`src/rtl/stream_pipeline_arbiter_pkg.sv`:
```
// Shared types, constants and the round-robin pick helper for the
// stream pipeline arbiter.
package stream_pipeline_arbiter_pkg;

    typedef enum logic [0:0] {
        ARB    = 1'b0,
        PACKET = 1'b1
    } state_t;

    localparam int CREDIT_WIDTH = 8;
    localparam int MAX_REQ      = 8;

    // Returns the first valid index at or after ptr, wrapping modulo n.
    // Returns ptr itself when nothing is valid (the caller ignores it then).
    function automatic logic [2:0] rr_pick(input logic [7:0] valid,
                                           input logic [2:0] ptr,
                                           input logic [3:0] n);
        logic [3:0] sum;
        logic [3:0] idx;
        logic       found;
        rr_pick = ptr;
        found   = 1'b0;
        for (int k = 0; k < MAX_REQ; k++) begin
            sum = {1'b0, ptr} + 4'(k);
            idx = (sum >= n) ? (sum - n) : sum;
            if (!found && (4'(k) < n) && valid[idx[2:0]]) begin
                rr_pick = idx[2:0];
                found   = 1'b1;
            end else begin
                found   = found;
            end
        end
    endfunction

endpackage

```
`src/rtl/stream_pipeline_arbiter_if.sv`:
```
// Bundle of the requester-side and pipeline-side AXI-Stream signals.
// The slave modport is the arbiter's view, master is the traffic side.
interface stream_pipeline_arbiter_if #(
    parameter int NUM_REQUESTERS = 2,
    parameter int STREAM_WIDTH   = 32,
    parameter int KEEP_WIDTH     = 1,
    parameter int ID_WIDTH       = 1
);
    logic [NUM_REQUESTERS-1:0]              s_axis_tvalid;
    logic [NUM_REQUESTERS-1:0]              s_axis_tready;
    logic [NUM_REQUESTERS-1:0]              s_axis_tlast;
    logic [NUM_REQUESTERS*STREAM_WIDTH-1:0] s_axis_tdata;
    logic [NUM_REQUESTERS*KEEP_WIDTH-1:0]   s_axis_tkeep;

    logic                                   m_axis_tvalid;
    logic                                   m_axis_tready;
    logic                                   m_axis_tlast;
    logic [STREAM_WIDTH-1:0]                m_axis_tdata;
    logic [KEEP_WIDTH-1:0]                  m_axis_tkeep;
    logic [ID_WIDTH-1:0]                    m_axis_tid;

    modport slave (
        input  s_axis_tvalid, s_axis_tlast, s_axis_tdata, s_axis_tkeep,
        output s_axis_tready,
        output m_axis_tvalid, m_axis_tlast, m_axis_tdata, m_axis_tkeep, m_axis_tid,
        input  m_axis_tready
    );

    modport master (
        output s_axis_tvalid, s_axis_tlast, s_axis_tdata, s_axis_tkeep,
        input  s_axis_tready,
        input  m_axis_tvalid, m_axis_tlast, m_axis_tdata, m_axis_tkeep, m_axis_tid,
        output m_axis_tready
    );
endinterface

```
`src/rtl/stream_pipeline_arbiter_credit_counter.sv`:
```
// Saturating up/down counter of beats inside the pipeline, with a
// registered "counter is zero" flag for drain logic.
module credit_counter
    import stream_pipeline_arbiter_pkg::*;
#(
    parameter int MAX_IN_FLIGHT = 128
) (
    input  logic                    clk_i,
    input  logic                    rst_ni,
    input  logic                    inc_i,
    input  logic                    dec_i,
    output logic [CREDIT_WIDTH-1:0] count_o,
    output logic                    zero_o
);
    localparam logic [CREDIT_WIDTH-1:0] MAX_C = CREDIT_WIDTH'(MAX_IN_FLIGHT);

    logic [CREDIT_WIDTH-1:0] count_q;
    logic [CREDIT_WIDTH-1:0] count_d;
    logic                    zero_q;

    // Next count: inc and dec together cancel; clamp at 0 and at the limit
    always_comb begin
        count_d = count_q;
        if (inc_i && !dec_i) begin
            if (count_q != MAX_C) begin
                count_d = count_q + CREDIT_WIDTH'(1);
            end else begin
                count_d = count_q;
            end
        end else if (dec_i && !inc_i) begin
            if (count_q != CREDIT_WIDTH'(0)) begin
                count_d = count_q - CREDIT_WIDTH'(1);
            end else begin
                count_d = count_q;
            end
        end else begin
            count_d = count_q;
        end
    end

    // Count register and zero flag taken from the next value
    always_ff @(posedge clk_i or negedge rst_ni) begin
        if (!rst_ni) begin
            count_q <= '0;
            zero_q  <= 1'b1;
        end else begin
            count_q <= count_d;
            zero_q  <= (count_d == CREDIT_WIDTH'(0));
        end
    end

    assign count_o = count_q;
    assign zero_o  = zero_q;

endmodule

```
`src/rtl/stream_pipeline_arbiter.sv`:
```
// Packet-locked round-robin arbiter feeding one fixed-latency pipeline,
// with a credit limit on beats in flight and a registered output beat.
module stream_pipeline_arbiter
    import stream_pipeline_arbiter_pkg::*;
#(
    parameter int NUM_REQUESTERS = 2,
    parameter int STREAM_WIDTH   = 32,
    parameter int KEEP_WIDTH     = 1,
    parameter int MAX_IN_FLIGHT  = 128,
    parameter int ID_WIDTH       = 1
) (
    input  logic                      aclk,
    input  logic                      resetn,
    stream_pipeline_arbiter_if.slave  axis,
    input  logic                      sigRelease,
    output logic                      released,
    output logic                      grant_active
);
    localparam int IDX_W = (NUM_REQUESTERS > 1) ? $clog2(NUM_REQUESTERS) : 1;
    localparam logic [CREDIT_WIDTH-1:0] MAX_C = CREDIT_WIDTH'(MAX_IN_FLIGHT);

    state_t                    state_q;
    logic [IDX_W-1:0]          rr_ptr_q;
    logic [IDX_W-1:0]          grant_idx_q;
    logic                      m_valid_q;
    logic                      m_last_q;
    logic [STREAM_WIDTH-1:0]   m_data_q;
    logic [KEEP_WIDTH-1:0]     m_keep_q;
    logic [ID_WIDTH-1:0]       m_id_q;

    logic [NUM_REQUESTERS-1:0] ready_s;
    logic [IDX_W-1:0]          pick_s;
    logic [IDX_W-1:0]          next_ptr_s;
    logic [CREDIT_WIDTH-1:0]   credit_s;
    logic                      beat_ok_s;
    logic                      accept_s;
    logic                      sel_last_s;
    logic [STREAM_WIDTH-1:0]   sel_data_s;
    logic [KEEP_WIDTH-1:0]     sel_keep_s;

    assign pick_s     = IDX_W'(rr_pick(8'(axis.s_axis_tvalid), 3'(rr_ptr_q),
                                       4'(NUM_REQUESTERS)));
    assign next_ptr_s = (grant_idx_q == IDX_W'(NUM_REQUESTERS - 1)) ? '0
                                                                     : grant_idx_q + IDX_W'(1);
    // A beat may enter only when the output slot frees up and credit remains
    assign beat_ok_s  = (!m_valid_q || axis.m_axis_tready) && (credit_s < MAX_C);
    assign sel_last_s = axis.s_axis_tlast[grant_idx_q];
    assign sel_data_s = axis.s_axis_tdata[int'(grant_idx_q)*STREAM_WIDTH +: STREAM_WIDTH];
    assign sel_keep_s = axis.s_axis_tkeep[int'(grant_idx_q)*KEEP_WIDTH +: KEEP_WIDTH];

    // Only the locked requester sees ready, and only while in a packet
    always_comb begin
        ready_s = '0;
        if ((state_q == PACKET) && beat_ok_s) begin
            ready_s[grant_idx_q] = 1'b1;
        end else begin
            ready_s = '0;
        end
    end

    assign accept_s = axis.s_axis_tvalid[grant_idx_q] && ready_s[grant_idx_q];

    // Arbitration FSM plus the registered output beat
    always_ff @(posedge aclk or negedge resetn) begin
        if (!resetn) begin
            state_q     <= ARB;
            rr_ptr_q    <= '0;
            grant_idx_q <= '0;
            m_valid_q   <= 1'b0;
            m_last_q    <= 1'b0;
            m_data_q    <= '0;
            m_keep_q    <= '0;
            m_id_q      <= '0;
        end else begin
            case (state_q)
                ARB: begin
                    if (|axis.s_axis_tvalid) begin
                        grant_idx_q <= pick_s;
                        state_q     <= PACKET;
                    end
                end
                PACKET: begin
                    if (accept_s && sel_last_s) begin
                        rr_ptr_q <= next_ptr_s;
                        state_q  <= ARB;
                    end
                end
                default: state_q <= ARB;
            endcase

            if (accept_s) begin
                m_valid_q <= 1'b1;
                m_last_q  <= sel_last_s;
                m_data_q  <= sel_data_s;
                m_keep_q  <= sel_keep_s;
                m_id_q    <= ID_WIDTH'(grant_idx_q);
            end else if (axis.m_axis_tready) begin
                m_valid_q <= 1'b0;
            end
        end
    end

    credit_counter #(
        .MAX_IN_FLIGHT (MAX_IN_FLIGHT)
    ) u_credit (
        .clk_i   (aclk),
        .rst_ni  (resetn),
        .inc_i   (accept_s),
        .dec_i   (sigRelease),
        .count_o (credit_s),
        .zero_o  (released)
    );

    assign axis.s_axis_tready = ready_s;
    assign axis.m_axis_tvalid = m_valid_q;
    assign axis.m_axis_tlast  = m_last_q;
    assign axis.m_axis_tdata  = m_data_q;
    assign axis.m_axis_tkeep  = m_keep_q;
    assign axis.m_axis_tid    = m_id_q;
    assign grant_active       = (state_q == PACKET);

endmodule

```
`src/flat_wrapper.sv`:
```
// flat-port wrapper written by rule: the top's interface ports become plain ports
module stream_pipeline_arbiter_flat import stream_pipeline_arbiter_pkg::*;
#(
    parameter int NUM_REQUESTERS = 2,
    parameter int STREAM_WIDTH   = 32,
    parameter int KEEP_WIDTH     = 1,
    parameter int MAX_IN_FLIGHT  = 128,
    parameter int ID_WIDTH       = 1
)
  (aclk, resetn, sigRelease, released, grant_active, axis_s_axis_tvalid, axis_s_axis_tlast, axis_s_axis_tdata, axis_s_axis_tkeep, axis_s_axis_tready, axis_m_axis_tvalid, axis_m_axis_tlast, axis_m_axis_tdata, axis_m_axis_tkeep, axis_m_axis_tid, axis_m_axis_tready);
  stream_pipeline_arbiter_if #(.NUM_REQUESTERS(NUM_REQUESTERS), .STREAM_WIDTH(STREAM_WIDTH), .KEEP_WIDTH(KEEP_WIDTH), .ID_WIDTH(ID_WIDTH)) axis_i ();
  input  logic aclk;
  input  logic resetn;
  input  logic sigRelease;
  output logic released;
  output logic grant_active;
  input wire logic [$bits(axis_i.s_axis_tvalid)-1:0] axis_s_axis_tvalid;
  input wire logic [$bits(axis_i.s_axis_tlast)-1:0] axis_s_axis_tlast;
  input wire logic [$bits(axis_i.s_axis_tdata)-1:0] axis_s_axis_tdata;
  input wire logic [$bits(axis_i.s_axis_tkeep)-1:0] axis_s_axis_tkeep;
  output wire logic [$bits(axis_i.s_axis_tready)-1:0] axis_s_axis_tready;
  output wire logic [$bits(axis_i.m_axis_tvalid)-1:0] axis_m_axis_tvalid;
  output wire logic [$bits(axis_i.m_axis_tlast)-1:0] axis_m_axis_tlast;
  output wire logic [$bits(axis_i.m_axis_tdata)-1:0] axis_m_axis_tdata;
  output wire logic [$bits(axis_i.m_axis_tkeep)-1:0] axis_m_axis_tkeep;
  output wire logic [$bits(axis_i.m_axis_tid)-1:0] axis_m_axis_tid;
  input wire logic [$bits(axis_i.m_axis_tready)-1:0] axis_m_axis_tready;
  assign axis_i.s_axis_tvalid = axis_s_axis_tvalid;
  assign axis_i.s_axis_tlast = axis_s_axis_tlast;
  assign axis_i.s_axis_tdata = axis_s_axis_tdata;
  assign axis_i.s_axis_tkeep = axis_s_axis_tkeep;
  assign axis_s_axis_tready = axis_i.s_axis_tready;
  assign axis_m_axis_tvalid = axis_i.m_axis_tvalid;
  assign axis_m_axis_tlast = axis_i.m_axis_tlast;
  assign axis_m_axis_tdata = axis_i.m_axis_tdata;
  assign axis_m_axis_tkeep = axis_i.m_axis_tkeep;
  assign axis_m_axis_tid = axis_i.m_axis_tid;
  assign axis_i.m_axis_tready = axis_m_axis_tready;
  stream_pipeline_arbiter #(.NUM_REQUESTERS(NUM_REQUESTERS), .STREAM_WIDTH(STREAM_WIDTH), .KEEP_WIDTH(KEEP_WIDTH), .MAX_IN_FLIGHT(MAX_IN_FLIGHT), .ID_WIDTH(ID_WIDTH)) u_core (.aclk(aclk), .resetn(resetn), .axis(axis_i), .sigRelease(sigRelease), .released(released), .grant_active(grant_active));
endmodule
```
`config.mk`:
```
export PLATFORM = sky130hd
export DESIGN_NAME = stream_pipeline_arbiter_flat
export DESIGN_NICKNAME = d
export VERILOG_FILES = /design/src/rtl/stream_pipeline_arbiter_pkg.sv /design/src/rtl/stream_pipeline_arbiter_if.sv /design/src/rtl/stream_pipeline_arbiter_credit_counter.sv /design/src/rtl/stream_pipeline_arbiter.sv /design/src/flat_wrapper.sv
export SDC_FILE = /design/constraint.sdc
export NUM_CORES = 1
export LEC_CHECK = 0
export BUFFER_PORTS_ARGS = -buffer_cell sky130_fd_sc_hd__buf_4
export CAP_MARGIN = 20
export CORE_ASPECT_RATIO = 1.75
export CORE_MARGIN = 1.5
export CORE_UTILIZATION = 51
export CTS_CLUSTER_SIZE = 40
export DETAILED_ROUTE_END_ITERATION = 16
export MAX_ROUTING_LAYER = met4
export PLACE_DENSITY = 0.85
export SYNTH_ARGS = -nofsm -noshare
export SYNTH_HDL_FRONTEND = slang
export SYNTH_SLANG_ARGS = --single-unit
```
`constraint.sdc`:
```
create_clock -name aclk -period 4.56 [get_ports aclk]
set_input_delay 0.912 -clock aclk [delete_from_list [all_inputs] [get_ports aclk]]
set_output_delay 0.912 -clock aclk [all_outputs]
set_load 0.02 [all_outputs]
```
==> Flow_metrics.wiki <==
{| class="wikitable"
! Metric !! Value
|-
| Synthesized area per cell || 9.48 um2
|-
| Pwr Total || 2.40 mW
|-
| Width of the die || 57.0 um
|-
| Number of maximum-capacitance constraint violations || 0
|-
| Antenna violations before repair || 0
|-
| Detailed-router iteration count before antenna repair || 4
|-
| Max Root-Sink Buffers || 2
|-
| Startpoint-to-endpoint class of the critical path || primary input to output pin
|-
| RSZ-0062 raised after global routing || no
|-
| Master cell of the clock root buffer || sky130_fd_sc_hd__clkbuf_8
|-
| First-pass GRT wire length || 10.3 mm
|-
| Share of power burned in the clock network || 12.3%
|-
| Register bit total from synthesis || 48
|-
| Number of top-level pins || 114
|-
| Via count normalized by instance count || 5.60
|-
| Area of the mapped netlist || 2600 um2
|-
| Least-Margin Pin Slew || 0.798 ns
|-
| Placed inst area || 3430 um2
|-
| Util after Layout || 71.8%
|-
| Total setup buffers inserted after CTS || 0
|-
| Minimum period implied by the final worst setup slack || 2.72 ns
|-
| Congestion Overflow GR || 0
|-
| Highest fanout seen on the critical path || 6
|-
| GR Util All Layers || 24.1%
|-
| Finished layout cell area || 3540 um2
|-
| Critical Path Start Type || primary input
|-
| Worst voltage drop across the vdd grid || 436 uV
|-
| Starting Density || 52.7%
|-
| Later-pin clock latency in the skew report || 0.29 ns
|-
| Setup TNS || 0 ns
|-
| Hold Path Class || register to register
|-
| Data required time of the worst path || 3.65 ns
|-
| Core region area || 4930 um2
|-
| Kind of end point of the critical path || output pin
|-
| Clock transition at the registers of the reported paths || 0.08 ns
|-
| Number of instances in the synthesized netlist || 274
|-
| Most frequent cells in the layout || sky130_fd_sc_hd__buf_4, sky130_fd_sc_hd__nand2_1, sky130_fd_sc_hd__dfrtp_1
|-
| Number of hold buffers added after cts || 0
|-
| Syn_nets || 351
|-
| Number of distinct standard cells referenced by the synthesized netlist || 42
|-
| H-Tree Depth || 2
|-
| Sequential cell area fraction in the yosys report || 46.3%
|-
| Largest net degree at the start of global routing || 49
|-
| NetSw || 1.05 mW
|-
| Largest clock skew in the final design || 0.00522 ns
|-
| Data arrival at the endpoint of the critical path || 1.81 ns
|-
| Total clock sinks || 48
|-
| TritonCTS buffer count || 5
|-
| Final antenna diode count || 0
|-
| Hold path depth || 2
|-
| Cell depth of the worst flop-to-flop path || 6
|-
| Final Hold Slack || 0.487 ns
|-
| Total die area || 5550 um2
|-
| First-iteration detailed-routing DRC count || 60
|-
| Switch share || 43.7%
|-
| Share of total power in combinational logic || 55.1%
|-
| Seq pwr share || 32.6%
|-
| Most common library cell in the layout ignoring fill and taps || sky130_fd_sc_hd__buf_4
|-
| Fin crit share || 59.7%
|-
| Cell Pwr Density || 679 nW/um2
|-
| Remaining design rule violation count || 0
|-
| Cell-internal power || 1.35 mW
|-
| Final antenna-violating net count || 0
|-
| Slew margin rel. || 46.5%
|-
| Final net count || 452
|-
| Via count of the first global-routing pass || 2276
|-
| Final-report hold violation count || 0
|-
| Status || completed
|-
| Number of buffer cells added on primary ports || 113
|-
| Die Y-Extent || 97.4 um
|-
| Overall routed net length || 6.61 mm
|-
| Fraction of final layout cells sized beyond drive strength 1 || 35.1%
|-
| DPL Wire Length || 5.13 mm
|-
| Area overhead of the layout relative to synthesis || 36.3%
|-
| Placement row count || 34
|-
| Highest clock rate || 367 MHz
|-
| Finish-stage setup viols || 0
|-
| Weighted congestion reported at the end of routability-driven placement || 0.917
|-
| Final count of pins violating max slew || 0
|-
| Via count || 2407
|-
| Number of gates resized after cts || 0
|-
| Total of fill cells in the finished design || 390
|-
| Avg WL per Cell || 15.4 um
|-
| Standby leakage power || 1.81 nW
|-
| CTS tree || done
|-
| Total of warnings raised by yosys || 0
|}
[power groups by stage]
stage	Sequential (mW)	Clock [mW]	Combinational (mW)
6_report	0.784	0.295	1.33
5_1_grt	0.811	0.322	1.43
4_1_cts	0.783	0.304	1.33
3_5_place_dp	0.792	0	1.33
3_3_place_gp	0.786	0	1.30
2_1_floorplan	0.930	0	0.730
[logic make-up (layout without fill, tap and decap cells)]
logic type	count (synthesis)	in the layout	synth area share, %
and+or+nand+nor	90	90	17.3
AOI/OAI and AO/OA	63	63	13.9
DFF	48	48	46.3
muxes	36	36	13.9
buffers and inverters	26	128	4.53
xor gates and xnor gates	8	8	2.70
adders and majority gates	3	3	1.44
[per-layer routing]
metal / vias up / part of all wire (%) / routed length [um] / track usage, %
met5: - / 0 / 0 / -
met4: 0 / 3.3 / 217 / 9.30
met3: 20 / 5.0 / 332 / 4.13
met2: 89 / 57 / 3750 / 43.3
met1: 1141 / 35 / 2310 / 25.3
li1: 1157 / - / - / -
[final cells by class]
class / instances / area [um2] / share of cell area [%]
Multi-Input combinational cell: 200 / 1280 / 36.1
Sequential cell: 48 / 1200 / 34.0
Timing Repair Buffer: 115 / 863 / 24.4
Clock buffer: 6 / 72.6 / 2.05
Tap cell: 54 / 67.6 / 1.91
Clock inverter: 2 / 35.0 / 0.989
Inverter: 5 / 18.8 / 0.530
[flip-flops by register name, indices dropped and copies added (netlist names)]
register                   count
u_core.u_credit.zero_o         1
u_core.grant_idx_q             1
u_core.axis.m_axis_tkeep       1
u_core.axis.m_axis_tdata      32
u_core.grant_active            1
u_core.u_credit.count_o        8
u_core.axis.m_axis_tid         1
u_core.axis.m_axis_tvalid      1
u_core.rr_ptr_q                1
u_core.axis.m_axis_tlast       1
[critical path: stages]
cell and delay, ns:
sky130_fd_sc_hd__buf_4 0.11, sky130_fd_sc_hd__nor2b_1 0.33, sky130_fd_sc_hd__nor2_1 0.13, sky130_fd_sc_hd__and2_1 0.18, sky130_fd_sc_hd__buf_4 0.15
[worst paths after layout]
path / start / to / slack (ns)
setup / recovery: axis_m_axis_tready / axis_s_axis_tready[1] / 1.84
hold / removal: u_core.axis.m_axis_tdata[10]$_DFFE_PN0P_ / u_core.axis.m_axis_tdata[10]$_DFFE_PN0P_ / 0.49
max in group asynchronous: resetn / u_core.grant_idx_q$_DFFE_PN0P_ / 3.50
setup reg to reg: u_core.u_credit.count_o[7]$_DFF_PN0_ / u_core.u_credit.zero_o$_DFF_PN1_ / 2.24
min in group asynchronous: resetn / u_core.axis.m_axis_tid$_DFFE_PN0P_ / 0.62
hold reg to reg: u_core.axis.m_axis_tdata[10]$_DFFE_PN0P_ / u_core.axis.m_axis_tdata[10]$_DFFE_PN0P_ / 0.49
[synth_stat cells (all sizes together)]
cell type / n / area (um2)
dfrtp: 47 / 1180
nand2: 46 / 173
o21ai: 37 / 185
mux2i: 36 / 360
clkbuf: 14 / 52.6
nor2: 13 / 51.3
a21oi: 10 / 50.1
buf: 7 / 46.3
nor3: 7 / 45.0
xnor2: 7 / 61.3
inv: 5 / 18.8
nand3: 5 / 25.0
a31oi: 4 / 25.0
ha: 3 / 37.5
nand2b: 3 / 21.3
nor4b: 3 / 38.8
o21a: 3 / 22.5
a21o: 2 / 15.0
a22oi: 2 / 20.0
and4: 2 / 17.5
nand3b: 2 / 15.0
nand4: 2 / 12.5
or3: 2 / 12.5
a211o: 1 / 8.76
a221oi: 1 / 8.76
and2: 1 / 6.26
and4b: 1 / 10.0
dfstp: 1 / 26.3
nand4b: 1 / 8.76
nor2b: 1 / 6.26
nor4: 1 / 6.26
o211ai: 1 / 7.51
o2bb2ai: 1 / 8.76
o32a: 1 / 10.0
xor2: 1 / 8.76
[per-stage QoR]
| stage | cells | setup slack [ns] |
|---|---|---|
| after detailed placement | 422 | 1.71 |
| after floorplan | 274 | 2.14 |
| after global placement | 422 | 1.79 |
| after CTS | 430 | 1.83 |
| after global routing | 430 | 1.76 |
| final | 430 | 1.84 |
Power figures use the tool's default switching activity.
